[src/rtl/nibbler_io_pkg.sv]
// rtl/nibbler_io_pkg.sv - shared types and widths for the Nibbler input conditioner
package nibbler_io_pkg;

    localparam int NIB_W = 4;

    // Gray-ordered so bit 1 alone is the debounced level.
    typedef enum logic [1:0] {
        S_LOW  = 2'b00,
        S_RISE = 2'b01,
        S_HIGH = 2'b11,
        S_FALL = 2'b10
    } db_state_t;

endpackage

[src/rtl/btn_debounce_bit.sv]
// rtl/btn_debounce_bit.sv - per-button 2-FF synchroniser plus debounce FSM with press pulse
module btn_debounce_bit
    import nibbler_io_pkg::*;
#(
    parameter int DB_CYCLES = 16,
    parameter int CNT_W     = $clog2(DB_CYCLES)
) (
    input  logic clk,
    input  logic reset,
    input  logic btn_raw,
    output logic level,
    output logic press
);

    localparam logic [CNT_W-1:0] CNT_ONE  = CNT_W'(1);
    localparam logic [CNT_W-1:0] CNT_LAST = CNT_W'(DB_CYCLES - 1);

    logic             s1_q, s2_q;
    db_state_t        state_q, state_d;
    logic [CNT_W-1:0] cnt_q, cnt_d;
    logic             press_q, press_d;

    always_ff @(posedge clk or posedge reset) begin
        if (reset) begin
            s1_q    <= 1'b0;
            s2_q    <= 1'b0;
            state_q <= S_LOW;
            cnt_q   <= '0;
            press_q <= 1'b0;
        end else begin
            s1_q    <= btn_raw;
            s2_q    <= s1_q;
            state_q <= state_d;
            cnt_q   <= cnt_d;
            press_q <= press_d;
        end
    end

    always_comb begin
        state_d = state_q;
        cnt_d   = cnt_q;
        case (state_q)
            S_LOW: begin
                if (s2_q) begin
                    state_d = S_RISE;
                    cnt_d   = CNT_ONE;
                end
            end
            S_RISE: begin
                if (!s2_q) begin
                    state_d = S_LOW;
                    cnt_d   = '0;
                end else if (cnt_q == CNT_LAST) begin
                    state_d = S_HIGH;
                    cnt_d   = '0;
                end else begin
                    cnt_d = cnt_q + CNT_ONE;
                end
            end
            S_HIGH: begin
                if (!s2_q) begin
                    state_d = S_FALL;
                    cnt_d   = CNT_ONE;
                end
            end
            S_FALL: begin
                if (s2_q) begin
                    state_d = S_HIGH;
                    cnt_d   = '0;
                end else if (cnt_q == CNT_LAST) begin
                    state_d = S_LOW;
                    cnt_d   = '0;
                end else begin
                    cnt_d = cnt_q + CNT_ONE;
                end
            end
            default: begin
                state_d = S_LOW;
                cnt_d   = '0;
            end
        endcase
    end

    // Pulse is registered so it lines up with the level going high.
    always_comb begin
        press_d = (state_q == S_RISE) && s2_q && (cnt_q == CNT_LAST);
        level   = (state_q == S_HIGH) || (state_q == S_FALL);
        press   = press_q;
    end

endmodule

[src/rtl/nibbler_button_port.sv]
// rtl/nibbler_button_port.sv - debounced pushbutton nibble for the Nibbler IN path
// NIBBLER_BTN_STICKY_EN builds the sticky press flags and overflow flag.
module nibbler_button_port
    import nibbler_io_pkg::*;
#(
    parameter int WIDTH     = NIB_W,
    parameter int DB_CYCLES = 16,
    parameter int CNT_W     = $clog2(DB_CYCLES)
) (
    input  logic             clk,
    input  logic             reset,
    input  logic [WIDTH-1:0] btn_raw,
    input  logic             rd_ack,
    output logic [WIDTH-1:0] btn_level,
    output logic [WIDTH-1:0] btn_press,
    output logic [WIDTH-1:0] data_out,
    output logic             btn_ovf
);

    for (genvar i = 0; i < WIDTH; i++) begin : g_bit
        btn_debounce_bit #(
            .DB_CYCLES (DB_CYCLES),
            .CNT_W     (CNT_W)
        ) u_db (
            .clk     (clk),
            .reset   (reset),
            .btn_raw (btn_raw[i]),
            .level   (btn_level[i]),
            .press   (btn_press[i])
        );
    end

`ifdef NIBBLER_BTN_STICKY_EN
    logic [WIDTH-1:0] flag_q, flag_d;
    logic             ovf_q, ovf_d;

    // A press landing on the read cycle survives so the next IN still sees it.
    always_comb begin
        flag_d = (flag_q & ~{WIDTH{rd_ack}}) | btn_press;
        ovf_d  = ((|(btn_press & flag_q)) & ~rd_ack) | (ovf_q & ~rd_ack);
    end

    always_ff @(posedge clk or posedge reset) begin
        if (reset) begin
            flag_q <= '0;
            ovf_q  <= 1'b0;
        end else begin
            flag_q <= flag_d;
            ovf_q  <= ovf_d;
        end
    end

    assign data_out = flag_q;
    assign btn_ovf  = ovf_q;
`else
    logic unused_rd_ack;
    assign unused_rd_ack = rd_ack;
    assign data_out      = btn_level;
    assign btn_ovf       = 1'b0;
`endif

endmodule

[config.mk]
export PLATFORM = sky130hd
export DESIGN_NAME = nibbler_button_port
export DESIGN_NICKNAME = d
export VERILOG_FILES = /design/src/rtl/nibbler_io_pkg.sv /design/src/rtl/btn_debounce_bit.sv /design/src/rtl/nibbler_button_port.sv
export SDC_FILE = /design/constraint.sdc
export NUM_CORES = 1
export LEC_CHECK = 0
export ABC_AREA = 1
export CAP_MARGIN = 20
export CORE_MARGIN = 8
export CORE_UTILIZATION = 25
export CTS_CLUSTER_SIZE = 12
export DETAILED_ROUTE_END_ITERATION = 10
export HOLD_SLACK_MARGIN = 0.1
export PLACE_DENSITY = 0.54
export SLEW_MARGIN = 30
export SYNTH_ARGS = -nofsm -noshare
export SYNTH_HDL_FRONTEND = slang
export SYNTH_SLANG_ARGS = --single-unit
[constraint.sdc]
create_clock -name clk -period 1.5 [get_ports clk]
set_input_delay 0.45 -clock clk [delete_from_list [all_inputs] [get_ports clk]]
set_output_delay 0.45 -clock clk [all_outputs]
set_load 0.01 [all_outputs]
Yosys cells after proc, flatten, opt, wreduce, memory -nomap -nowiden
Index checks and enable logic that the tools add are counted.
{"block": "classes", "n_reduce_logical": 24, "muxes": 52, "add_sub_neg": 4, "n_eq_ne": 32}
{"operator": "2-to-1 mux 4 bit", "count": 20}
{"operator": "case mux 4 bit (4 select lines)", "count": 4}
{"operator": "2-to-1 mux 2 bit", "count": 24}
{"operator": "case mux 2 bit (4 select lines)", "count": 4}
{"operator": "adder 4 x 1 -> 4 bit, second input constant", "count": 4}
{"operator": "equality test 2 bit, second input constant", "count": 8}
{"operator": "equality test 4 bit, second input constant", "count": 4}
{"operator": "AND reduction 4 bit", "count": 4}
{"operator": "inequality test 3 x 1 -> 1 bit, second input constant", "count": 4}
{"operator": "inequality test 3 bit, second input constant", "count": 4}
{"operator": "equality test 2 x 1 -> 1 bit, second input constant", "count": 4}
{"operator": "logical AND 1 bit", "count": 8}
{"operator": "logical NOT 2 bit", "count": 4}
{"operator": "inequality test 2 x 1 -> 1 bit, second input constant", "count": 4}
{"operator": "inequality test 2 bit, second input constant", "count": 4}
{"operator": "AND reduction 2 bit", "count": 4}
{"operator": "logical OR 1 bit", "count": 4}
{"block": "word_totals", "wordCells": 132, "output_inout_bits": 13, "reg_bits": 36, "in_bits": 7}

Longest topological paths before layout
Gate-level depths: netlist of run 1.
{"block": "depth", "ltp_word": 4, "mapped_depth": 9, "depth_no_buf": 9}

Cells and area by module
From an unflattened synthesis of run 1, not the netlist that was laid out.
{"block": "unflattened", "cells_unflattened": 269, "hier_area_um2": 2104.5}
{"module": "btn_debounce_bit at g_bit[0].u_db ...", "cells_per_inst": 66, "n_inst": 3, "area_each_um2": 514.2, "seq_area_each_um2": 225.2}
{"module": "btn_debounce_bit at g_bit[3].u_db", "cells_per_inst": 65, "n_inst": 1, "area_each_um2": 520.5, "seq_area_each_um2": 225.2}
{"module": "nibbler_button_port", "cells_per_inst": 6, "n_inst": 1, "area_each_um2": 41.3, "seq_area_each_um2": 0.0}

Worst setup path after synthesis of run 1
Ideal clock, no wire load.
{"block": "synth_timing", "kind": "register to output", "from": "register g_bit[0].u_db.state_q[0]", "to": "output port btn_level[0]", "arrival_time_ns": 1.075, "n_path_buf": 1, "slack_ns": -0.025, "required_ns": 1.050, "path_stages_with_launch": 5, "path_cell_list": "dfrtp_1 > inv_1 > ha_1 > or2_2 > buf_4"}
{"block": "synth_between", "elab_chain_cells": 2, "elab_cells_between_ends": 3, "classes_between": "eq/ne: 2; reduce/logical: 1"}
{"element": "start, declared", "line_no": "btn_debounce_bit.sv:19", "text": "db_state_t state_q, state_d;"}
{"element": "start signal, assigned", "line_no": "btn_debounce_bit.sv:33", "text": "state_q <= state_d;"}
{"element": "equality test 2 bit", "line_no": "btn_debounce_bit.sv:87", "text": "level = (state_q == S_HIGH) || (state_q == S_FALL);"}
{"element": "logical OR 1 bit (*)", "line_no": "btn_debounce_bit.sv:87"}
{"element": "end, declared", "line_no": "nibbler_button_port.sv:14", "text": "output logic [WIDTH-1:0] btn_level,"}
Every way passes the cells marked *; elsewhere a longest branch is shown, timed or not.

Final worst setup path of run 1
{"block": "layout_timing", "from": "register g_bit[0].u_db.state_q[1]", "to": "output port btn_level[0]"}
The elaborated chain is that of the path after synthesis.

==> results of run 1 <==
## kinds of logic (layout without fill, tap and decap cells)
kind of cell,count (synthesis),count (layout),share of synthesized area
other cells,1,1,0.001708
compound gates,16,16,0.04103
buf+inv,57,100,0.1197
flops,36,36,0.4103
simple gates,148,148,0.2963
fa+ha+maj,23,23,0.1311
## metal layers
layer	vias to the layer above	global-route usage
met5	-	0
met4	0	0.02314
met3	5	0.02227
met2	17	0.1240
met1	812	0.08263
li1	942	-
## cell type report
class,count,area share
Multi-Input combinational cell,188,0.3993
Sequential cell,36,0.3111
Timing Repair Buffer,48,0.1452
Inverter,44,0.06050
Tap cell,108,0.04667
Clock buffer,6,0.02506
Clock inverter,2,0.01210
## cell usage in the layout, fill, tap and decap left out, types with 7 or more instances in the layout
| cell type | n |
|---|---|
| nand2_1 | 79 |
| dfrtp_1 | 36 |
| inv_1 | 35 |
| buf_4 | 30 |
| nand3_1 | 28 |
| nand2_2 | 16 |
| nor2_1 | 11 |
| ha_1 | 11 |
| ha_2 | 8 |
| buf_6 | 8 |
| a21oi_1 | 7 |
## state kept, by name (all words and copies together), names as in the netlist
| register | cells |
|---|---|
| g_bit.u_db.cnt_q | 16 |
| g_bit.u_db.press | 4 |
| g_bit.u_db.s1_q | 4 |
| g_bit.u_db.s2_q | 4 |
| g_bit.u_db.state_q | 8 |
## path summary, 6_finish.rpt
path | end | cells past startpoint
setup / recovery | btn_level[0] | 3
min in group asynchronous | g_bit[2].u_db.press | 3
hold reg to reg | g_bit[1].u_db.s2_q | 0
hold / removal | g_bit[1].u_db.s2_q | 0
max in group asynchronous | g_bit[0].u_db.state_q[1] | 3
setup reg to reg | g_bit[0].u_db.cnt_q[0] | 9
## power by group
part / switching [mW] / leakage, nW / internal (mW)
clock: 0.361 / 0.0552 / 0.494
sequential: 0.221 / 0.460 / 1.19
combinational: 1.30 / 1.05 / 1.29
## stage by stage
| stage | setup slack [ns] | util | TNS (ns) | hold WS (ns) | cell area (um2) |
|---|---|---|---|---|---|
| finish | -0.2343 | 0.3353 | -1.758 | 0.3518 | 2895 |
| global route | -0.2913 | 0.3353 | -2.231 | 0.3725 | 2895 |
| CTS | -0.2293 | 0.3189 | -1.804 | 0.3557 | 2754 |
| detailed placement | -0.3280 | 0.2992 | -2.427 | 0.3373 | 2584 |
| global placement | -0.3211 | 0.2992 | -2.312 | 0.3353 | 2584 |
| floorplan | 0.01410 | - | 0 | 0.3312 | 2217 |
## timing repair
action / CTS / global route
hold buffers: 0 / 0
pin swaps: 8 / 8
gates resized for setup: 53 / 26
buffers inserted: 5 / 6
endpoints found under the setup margin: 12 / 20
==> results.toml, run 1 <==
[outcome]
status = "finished, violations left"
violations = "negative setup slack"

[sta]
finalHoldViolations = 0
post-route-period-util = 1.156
setup_slack_ns = -0.2343
rsz0062_at_grt = "true"
clock.fmax_ghz = 0.5766
finalClockSkew_ns = 0.005976
setup_viol = 8
final.min_clock_period_ns = 1.734
final-max-slew-violation-count = 0

[critical_path]
crit_path_max_fanout = 3
crit_path_start = "g_bit[0].u_db.state_q[1]"
reg2reg_from = "g_bit[0].u_db.state_q[1]"
cp-start-kind = "register"
path_cells = "ha_2, or2_4, buf_6"
end_kind = "output pin"
cp.required_ns = 1.05
slowest_stage = "dfrtp_1"
slowest_delay_ns = 0.42
crit_family = "flip-flops"
rrSetupSlack_ns = 0.05
crit_type = "register to output pin"
cp_num_buf_inv = 1
worstPathArrival_ns = 1.28

[synth]
synth_seq_area_share = 0.4103
async_flop_share = 1.000
yosysTopAreaCell = "dfrtp_1"
synth_edf_count = 0
synth_warnings = 0
synthTopCellsByCount = "nand2_1, inv_1, dfrtp_1"
yosys.cell_types.count = 15
netlist_instances = 281
yosysMostFrequentCell = "nand2_1"
avgSynthCellArea_um2 = 7.814
syn_nets = 311
ys_top_cells_by_area = "dfrtp_1, nand2_1, ha_1, inv_1, nand3_1"
ys.flop_type = "dfrtp_1"
synth_top_cell_area_share = 0.4103
ys_seq_elements = 36
syn_area_um2 = 2196

[global_routing]
grt_max_degree = 37
overflow = 0
grt_first_pass_wirelength_mm = 7.024
grt_pass1_vias = 1684
grt_antenna_before_repair = 0
track_usage = 0.07182

[finish]
finalNonFillerCells = 432
nets = 353
areaGrowthSynthToFinish_pct = 31.85
fillers = 903
diodes = 0
drive_above_1_share = 0.2901
seq_area_um2 = 900.9
multi_input_area_um2 = 1156

[placed_design]
place_inst = 414
place_hpwl_mm = 2.952
io_buffers = 17
gp_congestion = 0.7745

[route]
avgRoutedWirePerCell_um = 9.757
vias = 1776
ant_nets = 0
drt_pre_antenna_iters = 4
wl_met2_mm = 2.145
drt-vias-per-instance = 4.111
m1WireLength_mm = 1.893
met3_length_um = 131
drtIter0Drc = 103
route.detailed.drc = 0
finalWirelength_mm = 4.215
top_layer_used = "met4"

[clock_network]
clock_latency_ns = 0.28
clockRootBuffer = "clkbuf_8"
cts_buffer_depth = 2
cts_num_sinks = 36
clkSlewWorstSetupHoldPaths_ns = 0.07
h-tree-depth = 2
cts_buffers = 5
cts_tree = "done"

[floorplan]
io_pins = 20
design.core.area_um2 = 8636
dieArea_um2 = 12040
fp-row-count = 34
fp.dieW_um = 109.7
start_util = 0.2543
die_h_um = 109.7

[run]
max_cap_violations = 0

[power]
ir_drop_mv = 0.6534
total_power_mw = 4.851
power.density_nw_per_um2 = 1675
p_leak_nw = 1.563

[hold_path]
hold_start = "g_bit[1].u_db.s1_q"
hold_class = "register to register"
(Power assumes the default switching activity.)
==> inputs of run 2 (changes only) <==
Settings changed: ABC_CLOCK_PERIOD_IN_PS from default to 1500, SLEW_MARGIN 30 to default.
==> results of run 2 <==
Same layout as run 1: the final DEF is identical, and so are final timing and power.
==> variant 1: new RTL, flow settings as in run 2 <==
The 4 states of `db_state_t` get a one-hot encoding in 4 bits. Comments in the files are not updated.
--- a/src/rtl/nibbler_io_pkg.sv
+++ b/src/rtl/nibbler_io_pkg.sv
@@ -5,9 +5,9 @@
 
     // Gray-ordered so bit 1 alone is the debounced level.
-    typedef enum logic [1:0] {
-        S_LOW  = 2'b00,
-        S_RISE = 2'b01,
-        S_HIGH = 2'b11,
-        S_FALL = 2'b10
+    typedef enum logic [3:0] {
+        S_LOW  = 4'b0001,
+        S_RISE = 4'b0010,
+        S_HIGH = 4'b0100,
+        S_FALL = 4'b1000
     } db_state_t;
 
Function: no difference found for any inputs over 10 cycles, from zero or initial values and one cycle with reset high; not proved beyond that.
==> variant 1 against run 2 <==
The run still ends with setup timing left. Power increased by 7.3%. Final area increased by 17%. Count of clock-buffer cells in the layout did not move. Area after synthesis rose by 12%. Routed wire length grew 28%. Worst setup slack better by 110 ps. Fmax increased by 7.1%. Global-route usage increased by 1.2 points. Sequential cell count up 8.
==> variant 1: results (changes against run 2) <==
** Status
- Result of the run: finished with violations (unchanged).
- Violations in the final reports :: setup timing (unchanged)

** Placement
- The half-perimeter wire length after placement was 3840 um (was 2950 um).
- Post-Place Cell Area :: 0.00298 mm2 (was 0.00258 mm2)
- The minimum setup slack after placement is -339 ps (was -328 ps).

** Finish
- The final non-filler cell total came to 549 (was 432).
- Clock Network Area Fraction :: 2.29% (was 3.72%)
- Multi-input combinational cell area :: 0.00124 mm2 (was 0.00116 mm2)

** Synth
- The synthesized area divided by synthesized cell count came to 7.21 um2 (was 7.81 um2).
- The count of state elements after synthesis was 44 (was 36).

** Global route
- The global-route usage over all layers was 8.38% (was 7.18%).
- The via count of the first global-routing pass was 2160 (was 1684).
- The first-pass GRT wire length came to 9180 um (was 7020 um).

** Worst setup path
- Startpoint of the lowest-slack register-to-register path :: g_bit[2].u_db.state_q[0] (was g_bit[0].u_db.state_q[1])
- Setup slack on the worst flop-to-flop path :: 70 ps (was 50 ps)
- Worst Setup EP :: btn_level[3] (was btn_level[0])

** Drt
- Iteration-0 DRC Markers :: 73 (was 103)
- Total met2 wirelength after detailed routing :: 2660 um (was 2150 um)
- Routed length on met3 :: 178 um (was 131 um)
- The per-cell via count in the routed design was 4.22 (was 4.11).

** STA
- Final setup skew :: 6.80 ps (was 5.98 ps)
- The summed negative setup slack over all endpoints is -810 ps (was -1760 ps).
- Number of setup violations in the final report :: 8 (unchanged)
- Slack of the critical path :: -119 ps (was -234 ps)

** Power and ir drop
- Switching power as a share of total power :: 40.5% (was 38.8%)
- The largest vdd supply drop was 0.000790 V (was 0.000653 V).
- The power dissipated in combinational cells is 2.81 mW (was 2.59 mW).
- The power dissipated in sequential cells came to 1.69 mW (was 1.41 mW).
- Total leakage power :: 1.77 nW (was 1.56 nW)

** Floorplan
- Std-Cell Rows :: 36 (was 34)
variant 1: cell types whose count changed in the layout (fill, tap and decap cells not counted), sizes merged, moves of 8 or more:
cell / change
nand2: +29
ha: -19
o21ai: +8
nor2: +30
buf: +33
variant 1: logic make-up after synthesis:
| family | synth area share, % |
|---|---|
| XOR/XNOR | 0.713 |
| other | 0.153 |
| adder cells (fa/ha/maj) | 2.04 |
| flip-flops | 45.0 |
| buffers and inverters | 11.0 |
| AO/OA/AOI/OAI | 4.84 |
| AND/OR/NAND/NOR | 36.3 |
variant 1: repair_timing:
action / 4_1_cts / 5_1_grt
setup buffers: 15 / 18
setup endpoints to repair: 12 / 26
gates resized for setup: 61 / 39
pin swaps: 10 / 28
variant 1: routing by layer:
metal | global-route usage [%] | vias to the layer above
met3 | 1.73 | 6
met2 | 14.7 | 35
met1 | 9.85 | 1074
li1 | - | 1201
met4 | 3.15 | 0
met5 | 0 | -
==> variant 2: new RTL, settings of run 2 <==
Made on the original files. Build with the macro `NIBBLER_BTN_STICKY_EN` defined.
--- a/src/rtl/nibbler_button_port.sv
+++ b/src/rtl/nibbler_button_port.sv
@@ -1,4 +1,6 @@
 // rtl/nibbler_button_port.sv - debounced pushbutton nibble for the Nibbler IN path
 // NIBBLER_BTN_STICKY_EN builds the sticky press flags and overflow flag.
+`define NIBBLER_BTN_STICKY_EN
+
 module nibbler_button_port
     import nibbler_io_pkg::*;
Check against the original RTL: same outputs for any inputs over 10 cycles, from zero or initial values and one cycle with reset high; that may be too few to reach the edited logic, so the function may still have changed.
==> variant 2 against run 2 <==
The flow still finishes with violations (setup timing). Combinational power shrank 7%. Clock skew shrank 0.61 ps. Final area grew 6.2%. Die area grew 6.4%. Final cell count grew 3.2%. Routed wire length grew 14%. Core utilization shrank 0.098 points. Sequential cell count grew 5. Power shrank 3.9%. Worst setup slack gained 14 ps. First-iteration DRC count shrank 41%. Area after synthesis grew 7.5%. Via count grew 7.0%. Sequential power grew 12%. Largest cell class unchanged. Largest power group unchanged.
==> variant 2: results (changes against run 2) <==
** Status
- Result of the run: finished with violations (unchanged).
- Violations in the final reports: setup timing (unchanged).

** Global route
- Global-route wire length before repair :: 8670 um (was 7020 um)
- The global-route usage over all layers was 8.21% (was 7.18%).
- The largest net degree at the start of global routing came to 42 (was 37).

** Worst setup path
- Destination of the worst register-to-register timing path :: g_bit[0].u_db.state_q[1] (was g_bit[0].u_db.cnt_q[0])
- The slowest cell on the critical path is sky130_fd_sc_hd__dfrtp_2 (was sky130_fd_sc_hd__dfrtp_1).
- The capture point of the critical path is btn_level[3] (was btn_level[0]).
- The highest fanout seen on the critical path is 4 (was 3).
- Setup slack on the worst flop-to-flop path :: 100 ps (was 50 ps)
- The maximum single-stage delay on the critical path was 460 ps (was 420 ps).
- Startpoint of the lowest-slack register-to-register path :: g_bit[0].u_db.state_q[0] (was g_bit[0].u_db.state_q[1])

** STA
- Hold slack :: 350 ps (was 352 ps)
- Slack of the critical path :: -221 ps (was -234 ps)
- The setup-violating endpoint count in the final report came to 4 (was 8).
- Final setup skew :: 5.36 ps (was 5.98 ps)
- The summed negative setup slack over all endpoints came to -858 ps (was -1760 ps).

** Drt
- The detailed route wirelength on metal3 is 210 um (was 131 um).
- Total met2 wirelength after detailed routing :: 2390 um (was 2150 um)
- Routed Wire Length :: 4820 um (was 4220 um)
- The wire length on met1 was 2180 um (was 1890 um).
- The detail-routed net length per standard cell was 10.8 um (was 9.76 um).
- Iteration-0 DRC Markers :: 61 (was 103)

** Finish
- The number of filler instances in the final layout is 959 (was 903).
- Area delta synth->final :: 30.2% (was 31.9%)
- The number of nets in the layout was 366 (was 353).

** Power and ir drop
- Total leakage power :: 1.63 nW (was 1.56 nW)
- Switching power as a share of total power :: 40.3% (was 38.8%)

** Placement
- The number of I/O port buffers was 19 (was 17).
- Cells after DPL :: 434 (was 414)
- Final RePlAce weighted congestion :: 0.798 (was 0.775)

** Synth
- Sequential-to-total area share from yosys stat :: 43.5% (was 41.0%)
- The number of unique standard cell types used by synthesis was 16 (was 15).
- Synth Area in Adders :: 12.2% (was 13.1%)
- The complex-gate fraction of the synthesized area is 5.09% (was 4.10%).
- Largest cells by area after synthesis :: sky130_fd_sc_hd__dfrtp_1 43%, sky130_fd_sc_hd__nand2_1 14%, sky130_fd_sc_hd__ha_1 12% (was sky130_fd_sc_hd__dfrtp_1 41%, sky130_fd_sc_hd__nand2_1 14%, sky130_fd_sc_hd__ha_1 13%)
- Synth cell count leaders :: 88 x sky130_fd_sc_hd__nand2_1, 46 x sky130_fd_sc_hd__inv_1, 41 x sky130_fd_sc_hd__dfrtp_1 (was 84 x sky130_fd_sc_hd__nand2_1, 40 x sky130_fd_sc_hd__inv_1, 36 x sky130_fd_sc_hd__dfrtp_1)
- The post-synthesis net count was 327 (was 311).

** Min path
- Startpoint of the most critical hold path :: g_bit[2].u_db.s1_q (was g_bit[1].u_db.s1_q)
variant 2: changes by cell type after synthesis:
cell / before / now
sky130_fd_sc_hd__dfrtp_1: 36 / 41
sky130_fd_sc_hd__nor3_1: 0 / 1
sky130_fd_sc_hd__nand2_1: 84 / 88
sky130_fd_sc_hd__buf_4: 13 / 8
sky130_fd_sc_hd__conb_1: 1 / 0
sky130_fd_sc_hd__o21bai_1: 0 / 4
sky130_fd_sc_hd__nor2_1: 12 / 13
sky130_fd_sc_hd__inv_1: 40 / 46
sky130_fd_sc_hd__nand3_1: 28 / 29
variant 2: repair_timing:
item                                    CTS  global route
pin swaps                                10            13
gates resized for setup                  63            23
endpoints found under the setup margin   13            20
endpoints found under the hold margin     0             0
setup buffers                             8             5
variant 2: power by group through the flow:
stage / logic [mW] / clock network, mW / registers (mW)
6_report: 2.41 / 0.671 / 1.58
5_1_grt: 2.80 / 0.750 / 1.62
4_1_cts: 2.38 / 0.706 / 1.56
3_5_place_dp: 1.96 / 0 / 1.56
3_3_place_gp: 1.95 / 0 / 1.54
2_1_floorplan: 1.42 / 0 / 1.53
variant 2: final cells by class:
| type | instances | share of cell area (%) |
|---|---|---|
| clock inverter | 1 | 0.163 |
| timing repair buffer | 40 | 11.7 |
| inverter | 50 | 6.35 |
| sequential | 41 | 33.6 |
| tap | 111 | 4.52 |
| clock buffer | 5 | 2.24 |
| multi-input combinational | 198 | 41.5 |
variant 2: kinds of logic after synthesis:
family,count (synthesis)
and+or+nand+nor,155
AOI/OAI and AO/OA,20
buffers and inverters,58
adders and majority gates,23
DFF,41
variant 2: routing by layer:
layer  GRT usage, %  vias to the layer above
met5              0                        -
met4           2.66                        0
met3           2.50                        5
met2           14.1                       29
met1           9.51                      880
li1               -                      987
